`src/rtl/n_to_one_mux_arbiter.sv`:
```
// N-to-1 valid/ready mux with a single registered output stage.
// Round-robin mode is compiled in only when MUX_ARB_ROUND_ROBIN_EN is defined.
module n_to_one_mux_arbiter #(
  parameter int WIDTH    = 32,
  parameter int CHANNELS = 4,
  parameter int SEL_W    = $clog2(CHANNELS)
) (
  input  logic                      clk,
  input  logic                      rst_n,
  input  logic [CHANNELS*WIDTH-1:0] in_data,
  input  logic [CHANNELS-1:0]       in_valid,
  output logic [CHANNELS-1:0]       in_ready,
  input  logic [SEL_W-1:0]          selector,
  input  logic                      mode,
  output logic [WIDTH-1:0]          out_data,
  output logic                      out_valid,
  input  logic                      out_ready
);

  logic             free;
  logic             grant_vld;
  logic             in_xfer;
  logic [SEL_W-1:0] grant;
  logic [WIDTH-1:0] grant_data;

`ifdef MUX_ARB_ROUND_ROBIN_EN
  logic [SEL_W-1:0] ptr;
`else
  logic unused_mode;
  assign unused_mode = mode;
`endif

  // Round-robin scans downward so the nearest channel after ptr wins.
  always_comb begin
    grant     = selector;
    grant_vld = int'(selector) < CHANNELS;
`ifdef MUX_ARB_ROUND_ROBIN_EN
    if (mode) begin
      grant     = '0;
      grant_vld = 1'b0;
      for (int k = CHANNELS; k >= 1; k--) begin
        if (in_valid[(int'(ptr) + k) % CHANNELS]) begin
          grant     = SEL_W'((int'(ptr) + k) % CHANNELS);
          grant_vld = 1'b1;
        end
      end
    end
`endif
  end

  always_comb begin
    grant_data = '0;
    for (int i = 0; i < CHANNELS; i++) begin
      if (grant_vld && int'(grant) == i) begin
        grant_data = in_data[i*WIDTH +: WIDTH];
      end
    end
  end

  assign free = !out_valid || out_ready;

  always_comb begin
    in_ready = '0;
    for (int i = 0; i < CHANNELS; i++) begin
      in_ready[i] = rst_n && free && grant_vld
                    && (int'(grant) == i);
    end
  end

  assign in_xfer = |(in_valid & in_ready);

  always_ff @(posedge clk) begin
    if (!rst_n) begin
      out_valid <= 1'b0;
      out_data  <= '0;
    end else if (in_xfer) begin
      out_valid <= 1'b1;
      out_data  <= grant_data;
    end else if (out_ready) begin
      out_valid <= 1'b0;
    end
  end

`ifdef MUX_ARB_ROUND_ROBIN_EN
  always_ff @(posedge clk) begin
    if (!rst_n) begin
      ptr <= SEL_W'(CHANNELS - 1);
    end else if (in_xfer && mode) begin
      ptr <= grant;
    end
  end
`endif

endmodule

```
`config.mk`:
```
export PLATFORM = sky130hd
export DESIGN_NAME = n_to_one_mux_arbiter
export DESIGN_NICKNAME = d
export VERILOG_FILES = /design/src/rtl/n_to_one_mux_arbiter.sv
export SDC_FILE = /design/constraint.sdc
export NUM_CORES = 1
export LEC_CHECK = 0
export ABC_AREA = 1
export CAP_MARGIN = 10
export CORE_MARGIN = 2
export CORE_UTILIZATION = 30
export CTS_CLUSTER_SIZE = 16
export DETAILED_ROUTE_END_ITERATION = 10
export GPL_TIMING_DRIVEN = 1
export PLACE_DENSITY = 0.86
export SLEW_MARGIN = 10
export SYNTH_ARGS = -nofsm -noshare
export SYNTH_HDL_FRONTEND = slang
export SYNTH_SLANG_ARGS = --single-unit
```
`constraint.sdc`:
```
create_clock -name clk -period 1.3 [get_ports clk]
set_input_delay 0.26 -clock clk [delete_from_list [all_inputs] [get_ports clk]]
set_output_delay 0.26 -clock clk [all_outputs]
set_load 0.03 [all_outputs]
```
# --- Word-level counts from Yosys, hierarchy flattened ---
# Index checks and enable logic that the tools add are counted.
totals:
  regBits: 33
  out_inout_bits: 37
classes:
  eq_ne: 3
  muxes: 6
  bitwise: 1
  reduce_logical: 10
ops:
  columns: ["cell", "n"]
  rows:
  - ["$mux 32", 4]
  - ["$logic_and 1x1->1", 5]
  - ["$and 4x4->4", 1]
  - ["$eq 2x2->1 const B", 2]
  - ["$reduce_or 4->1", 1]
  - ["$eq 2x1->1 const B", 1]
  - ["$logic_not 2->1", 1]
  - ["$mux 1", 2]
  - ["$reduce_bool 2->1", 1]
  - ["$logic_not 1->1", 1]
  - ["$logic_or 1x1->1", 1]

# --- Depth between registers and ports, before layout ---
# Gate-level depths: netlist (run 1).
logic_depth:
  ltp_word: 7
  ltp_mapped: 10
  ltp_nobuf: 8

# --- Worst setup path before layout (run 1) ---
# Ideal clock, no wire load.
synth_timing:
  path_type: "reg2out"
  start: "reg out_valid"
  end: "out in_ready[0]"
  arrival_ps: 1402
  t_required_ps: 1040
  path_slack_ps: -362
  stages_incl_launch_ff: 4
  cell_sequence: "dfxtp_1 a21oi_1 inv_1 nor3_1"
synth_between:
  elab_chain_len: 4
synth_rtl:
  columns: ["item", "line", "text"]
  rows:
  - ["start: declaration", "16", "output logic out_valid,"]
  - ["start signal: assignment", "74", "out_valid <= 1'b0;"]
  - ["start signal: assignment", "77", "out_valid <= 1'b1;"]
  - ["start signal: assignment", "80", "out_valid <= 1'b0;"]
  - ["$logic_not 1->1", "60", "assign free = !out_valid || out_ready;"]
  - ["$logic_or 1x1->1", "60", null]
  - ["$logic_and 1x1->1", "65", "in_ready[i] = rst_n && free && grant_vld"]
  - ["$logic_and 1x1->1", "66", "&& (int'(grant) == i);"]
  - ["end: declaration", "12", "output logic [CHANNELS-1:0] in_ready,"]
# No other way between the ends.

# --- Worst setup path in the final report (run 1) ---
layout_timing:
  start: "reg out_valid"
  end: "reg out_data[12]"
layout_between:
  elab_chain_len: 6
  elab_cells_between_ends: 9
  classes_between: "bitwise: 1; reduce/logical: 8"
layout_rtl:
  columns: ["item", "line", "text"]
  rows:
  - ["$logic_not 1->1 (*)", "60", null]
  - ["$logic_or 1x1->1 (*)", "60", null]
  - ["$logic_and 1x1->1 (*)", "65", null]
  - ["$logic_and 1x1->1", "66", null]
  - ["$and 4x4->4 (*)", "70", "assign in_xfer = |(in_valid & in_ready);"]
  - ["$reduce_or 4->1 (*)", "70", null]
  - ["end signal: assignment", "78", "out_data <= grant_data;"]
  - ["end: declaration", "15", "output logic [WIDTH-1:0] out_data,"]
# Mark *: on every way between the ends. The rest lies on a longest branch, timed or not.
# A chain may end at the register's enable or synchronous reset.

==> results of run 1 <==
[area by class of cell]
cell class,count,area (µm²),area share
Timing Repair Buffer,213,2247,0.4592
Sequential cell,33,664.4,0.1358
Inverter,37,143.9,0.02940
Multi-Input combinational cell,306,1607,0.3283
Clock buffer,8,111.4,0.02276
Tap cell,96,120.1,0.02455
[power breakdown]
part | switching (mW) | total (mW) | internal (mW) | leakage, nW
registers | 0.0563 | 1.17 | 1.11 | 0.273
clock network | 0.374 | 0.922 | 0.548 | 0.0566
logic | 0.878 | 1.82 | 0.943 | 1.83
total | 1.31 | 3.91 | 2.60 | 2.16
[worst max-delay path, stage by stage (launching register included)]
cell	delay, ns
dfxtp_4	0.36
a21oi_4	0.14
buf_6	0.14
nand3_4	0.07
nand2_4	0.09
nor2_4	0.05
buf_6	0.12
buf_8	0.14
clkbuf_16	0.16
nand2_1	0.05
nand2_1	0.05
nor2_1	0.10
[stage by stage]
stage	worst slack [ns]	power, mW	utilization	hold slack, ns
2_1_floorplan	-0.03862	1.811	-	0.4744
3_3_place_gp	-0.5113	2.553	0.5971	0.4962
3_5_place_dp	-0.5810	2.589	0.5971	0.5005
4_1_cts	-0.2158	3.857	0.6971	0.4527
5_1_grt	-0.2941	4.107	0.7124	0.4624
6_report	-0.2311	3.908	0.7124	0.4535
[flip-flops by register name, summed over array words and instances (netlist names)]
name,cells
out_data,32
out_valid,1
[logic make-up (layout without fill, tap and decap cells)]
group                  after synthesis  count (layout)  synth area share
AOI/OAI and AO/OA                    5               5           0.01165
buffers and inverters               59             258            0.1072
and+or+nand+nor                    301             301            0.5734
DFF                                 33              33            0.3077
[worst paths after layout]
kind | depth (start not counted) | endpoint | slack [ns]
max | 11 | out_data[12]$_SDFFE_PN0P_ | -0.23
min | 4 | out_valid$_SDFFE_PN0P_ | 0.45
max reg2reg | 11 | out_data[12]$_SDFFE_PN0P_ | -0.23
min reg2reg | 4 | out_data[30]$_SDFFE_PN0P_ | 0.52
[Yosys cell counts]
master and instances:
nor2_1 66, buf_2 7, nor2_2 1, buf_1 2, nand4_1 33, dfxtp_1 33, nand2_1 193, a21oi_1 2
nand3_1 3, inv_1 33, nor3_1 4, inv_2 4, clkbuf_1 13, o21ai_0 3, nor2_4 1
[routing by layer]
metal	global-route usage	vias up	part of all wire	wire length, µm
li1	-	1620	-	-
met1	0.2330	1467	0.36	3554
met2	0.4655	146	0.53	5205
met3	0.05877	14	0.083	808
met4	0.07576	0	0.020	193
met5	0	-	0	0
[repair_timing]
item                                    in CTS  in global routing
cloned                                       9                  1
buffers inserted                            10                  4
endpoints found under the setup margin      55                 55
pin swaps                                   19                 21
gates resized for setup                    117                 54
==> summary.md, run 1 <==
| Metric | Value |
|---|---|
| Number of setup violations in the final report | `36` |
| Core area | `slightly below 7000 µm²` |
| Iter 0 DRT Violations | `114` |
| GP Congestion | `0.7862` |
| Crit start category | `flop` |
| Worst min-delay path category | `input pin to flop` |
| Post-synth top area share | `0.3374` |
| Final setup TNS | `-6.565 ns` |
| Sequential area share after synthesis | `0.3077` |
| Full die area | `7850 µm²` |
| Die Y-Extent | `88.60 µm` |
| Flops & latches, synth | `33` |
| Dpl hpwl | `~6700 µm` |
| Run status | `finished with violations` |
| Final net count | `734` |
| Unique masters post-synth | `15` |
| Yosys warns | `0` |
| Final ANT Viol Nets | `0` |
| RR Startpoint | `out_valid$_SDFFE_PN0P_` |
| Hold Buf Count CTS | `0` |
| Mean Syn Cell Area | `5.395 µm²` |
| Cell count after synthesis | `398` |
| Max clock buf depth | `2` |
| Area after DPL | `4101 µm²` |
| Worst-Margin Slew | `0.3459 ns` |
| Syn_nets | `536` |
| Drt drc | `0` |
| RSZ-0062 raised after global routing | `true` |
| Die X | `88.60 µm` |
| Crit path time final | `1.531 ns` |
| Most frequent cells in the layout | `161 x nand2_1, 132 x clkdlybuf4s50_1, 35 x nor2_1` |
| Clock Sinks | `33` |
| Final instance area | `between 4000 and 5000 µm²` |
| Initial antenna violation count | `0` |
| Largest net degree at the start of global routing | `30` |
| Failing checks | `setup timing` |
| Antenna Cells | `0` |
| Fillers | `about 550` |
| Root buffer cell | `clkbuf_8` |
| Worst Min Path Start | `out_ready` |
| Relative slew slack | `0.7694` |
| Initial DRT Pass Iterations | `6` |
| CTS tree | `built` |
| Fmax | `between 600 and 700 MHz` |
| Max Cap Viol | `0` |
| GR Util All Layers | `0.2336` |
| Site Rows | `30` |
| Most common cell after layout, fill and taps aside | `nand2_1` |
| Syn-to-layout area delta | `127.9%` |
| Vias in the first global route | `3211` |
| Crit path kind | `flop to flop` |
| Period utilization | `1.178` |
| PwrDens | `798.7 nW/µm²` |
| Element type at the critical path end | `flop` |
| Worst-Skew Late Latency | `about 0.28 ns` |
| First-pass GRT wire length | `14140 µm` |
| Routed vias/inst | `4.685` |
| Worst path required time | `1.52 ns` |
| Finished Layout Cells | `a little under 700` |
| Max-slew violations | `0` |
| DR vias | `3247` |
| CP Launch Point | `out_valid$_SDFFE_PN0P_` |
| Cell taking the most area after synthesis | `nand2_1` |
| Leak | `2.157 nW` |
| Share of layout cells above drive strength 1 | `0.2563` |
| Final hold violation count | `0` |
| CTS Buf Count | `5` |
| Worst vdd ir | `0.0004261 V` |
| Port buffer count | `173` |
| Syn Std Cell Area | `2147 µm²` |
| H-tree Lvls | `2` |
| Clk slew on worst S/H paths | `0.07 ns` |
| Main area contributors after synthesis | `nand2_1 34%, dfxtp_1 31%, nor2_1 12%` |
| Remaining global-route overflow | `0` |
| Crit path DAT | `1.75 ns` |
| Final setup skew | `0.009585 ns` |
| # IOs | `approximately 180` |
| Routed wire per std cell | `about 14 µm` |
| Placed instance count | `roughly 660` |
| Worst-path fanout max | `7` |
| Initial core utilization | `0.3126` |
| Routed Wire Length | `between 9000 and 10000 µm` |
| Final WS setup | `-0.2311 ns` |
(Power assumes the default switching activity.)
==> run 2: changes to the inputs <==
- SKIP_CTS_REPAIR_TIMING: not set -> 1
==> summary.md, run 2 (synthesis gave the netlist of run 1 again) <==
| Metric | Value |
|---|---|
| Run status | `finished with violations` |
| Failing checks | `setup timing` |
| Worst path required time | `1.04 ns` |
| Routed vias/inst | `4.657` |
| Vias in the first global route | `2889` |
| Port buffer count | `173` |
| Die Y-Extent | `88.60 µm` |
| Max-slew violations | `0` |
| Final instance area | `4711 µm²` |
| Setup WS pre-CTS | `-0.5810 ns` |
| Seq pwr share | `0.309` |
| Critical path capture point | `in_ready[0]` |
| Logic pwr share | `0.447` |
| CTS tree | `built` |
| Worst vdd ir | `about 0.00042 V` |
| Max clock buf depth | `2` |
| Most frequent cells in the layout | `164 x nand2_1, 132 x clkdlybuf4s50_1, 48 x nor2_1` |
| Reg2Reg Depth | `10` |
| Share of layout cells above drive strength 1 | `0.2037` |
| Clk slew on worst S/H paths | `0.06 ns` |
| Site Rows | `30` |
| Worst-path cell chain | `a21oi_4 -> inv_4 -> nor3_2 -> buf_4` |
| CP max stage cell | `dfxtp_4` |
| GR Util All Layers | `0.1977` |
| Final WS setup | `-0.2020 ns` |
| Initial core utilization | `0.3126` |
| RR Endpoint | `out_data[16]$_SDFFE_PN0P_` |
| CP Launch Point | `out_valid$_SDFFE_PN0P_` |
| P_int | `2.533 mW` |
| Switching Fraction | `0.3268` |
| Biggest regs | `out_data: 32 flops, out_valid: 1 flops` |
| Antenna Cells | `0` |
| First-pass GRT wire length | `12190 µm` |
| Crit path DAT | `1.24 ns` |
| Crit path time final | `1.502 ns` |
| Routed wire per std cell | `13.54 µm` |
| RSZ-0062 raised after global routing | `true` |
| Core area | `6869 µm²` |
| Syn-to-layout area delta | `119.4%` |
| Final setup skew | `0.005867 ns` |
| Clock Power Share | `0.244` |
| Dpl hpwl | `6692 µm` |
| Most common cell after layout, fill and taps aside | `nand2_1` |
| Max Cap Viol | `0` |
| Worst-Skew Late Latency | `0.28 ns` |
| Final ANT Viol Nets | `0` |
| Clock Sinks | `33` |
| Number of setup violations in the final report | `35` |
| Max FFs per register | `32` |
| Period utilization | `1.155` |
| Worst min-delay path category | `input pin to flop` |
| H-tree Lvls | `2` |
| Largest net degree at the start of global routing | `37` |
| Multi-input gate area | `1495 µm²` |
| PwrDens | `798.7 nW/µm²` |
| FF-to-FF setup slack | `-0.18 ns` |
| Hold path cells | `4` |
| Root buffer cell | `clkbuf_8` |
| Initial DRT Pass Iterations | `5` |
| Initial antenna violation count | `0` |
| Drt drc | `0` |
| Full die area | `7850 µm²` |
| Remaining global-route overflow | `0` |
| Final net count | `726` |
| Fillers | `585` |
| Element type at the critical path end | `output pin` |
| Critical path's top delay family | `flip-flops` |
| Worst-path fanout max | `4` |
| Largest reg by FF count | `out_data` |
| Iter 0 DRT Violations | `128` |
| Routed Wire Length | `just over 9000 µm` |
| CTS Buf Count | `5` |
| Worst path buffer plus inverter count | `2` |
| Area after DPL | `4101 µm²` |
| Fmax | `665.8 MHz` |
| Slowest stage delay, CP | `about 0.36 ns` |
| Die X | `88.60 µm` |
| Storage cell area | `664.4 µm²` |
| Final hold violation count | `0` |
| Crit start category | `flop` |
| Leak | `~2.4 nW` |
| GP Congestion | `roughly 0.79` |
| DR vias | `around 3.2k` |
| Stages on worst setup path | `4` |
| Crit path kind | `flop to output pin` |
| P_sw | `1.230 mW` |
| # IOs | `175` |
| RR Startpoint | `out_valid$_SDFFE_PN0P_` |
| Relative slew slack | `0.7554` |
| Worst-Margin Slew | `0.3663 ns` |
run 2: changes by cell type in the layout (fill, tap and decap cells not counted), moves of 2 or more:
cell             before  now
nand2_1             161  164
clkdlybuf4s15_1      13    0
clkbuf_16             2    6
buf_8                 1    3
nand2_2              25   22
nor2_4               19   10
buf_6                10    7
clkbuf_2              7    0
buf_4                33   31
dlymetal6s2s_1        0   22
nor2_2               14   10
nand3_4               2    0
buf_16                8    0
nor2_1               35   48
run 2: routing by layer:
layer  up-vias  GRT usage  routed length [µm]
met5         -          0                   0
met4         0    0.04683                 132
met3        14    0.05784                 799
met2       137     0.3971                4884
met1      1437     0.1967                3458
li1       1602          -                   -
run 2: worst min-delay path by stage:
stage / start / endpoint
after floorplan: out_ready / out_valid$_SDFFE_PN0P_
final: out_ready / out_valid$_SDFFE_PN0P_
after global placement: out_data[7]$_SDFFE_PN0P_ / out_data[7]$_SDFFE_PN0P_
after global routing: out_ready / out_valid$_SDFFE_PN0P_
after detailed placement: out_data[15]$_SDFFE_PN0P_ / out_data[15]$_SDFFE_PN0P_
after CTS: out_data[15]$_SDFFE_PN0P_ / out_data[15]$_SDFFE_PN0P_
run 2: final cells by class:
cell class | count | area share
clock buffer | 8 | 0.02364
inverter | 37 | 0.03001
tap | 96 | 0.02550
sequential | 33 | 0.1410
timing repair buffer | 205 | 0.4624
multi-input combinational | 306 | 0.3174
run 2: power groups by stage:
stage,combinational [mW],clock [mW],sequential [mW]
after CTS,1.41,0.942,1.16
after detailed placement,1.41,0,1.18
after floorplan,0.439,0,1.37
after global routing,1.80,0.983,1.17
final,1.68,0.920,1.16
after global placement,1.37,0,1.18
run 2: worst register-to-register path: cells and delay by family (launching register included):
kind                   cells  cell delay (ns)
AND/OR/NAND/NOR            6             0.50
flip-flops                 1             0.37
AO/OA/AOI/OAI              1             0.07
buffers and inverters      3             0.45
run 2: stage by stage:
stage / cells / power, mW / setup TNS, ns / hold WS (ns) / util
after floorplan: 398 / 1.811 / -0.07724 / 0.4744 / -
after global placement: 664 / 2.553 / -17.71 / 0.4962 / 0.5971
after detailed placement: 664 / 2.589 / -19.81 / 0.5005 / 0.5971
after CTS: 672 / 3.516 / -14.83 / 0.5130 / 0.6133
after global routing: 685 / 3.955 / -6.392 / 0.3861 / 0.6858
final: 685 / 3.763 / -3.875 / 0.3619 / 0.6858
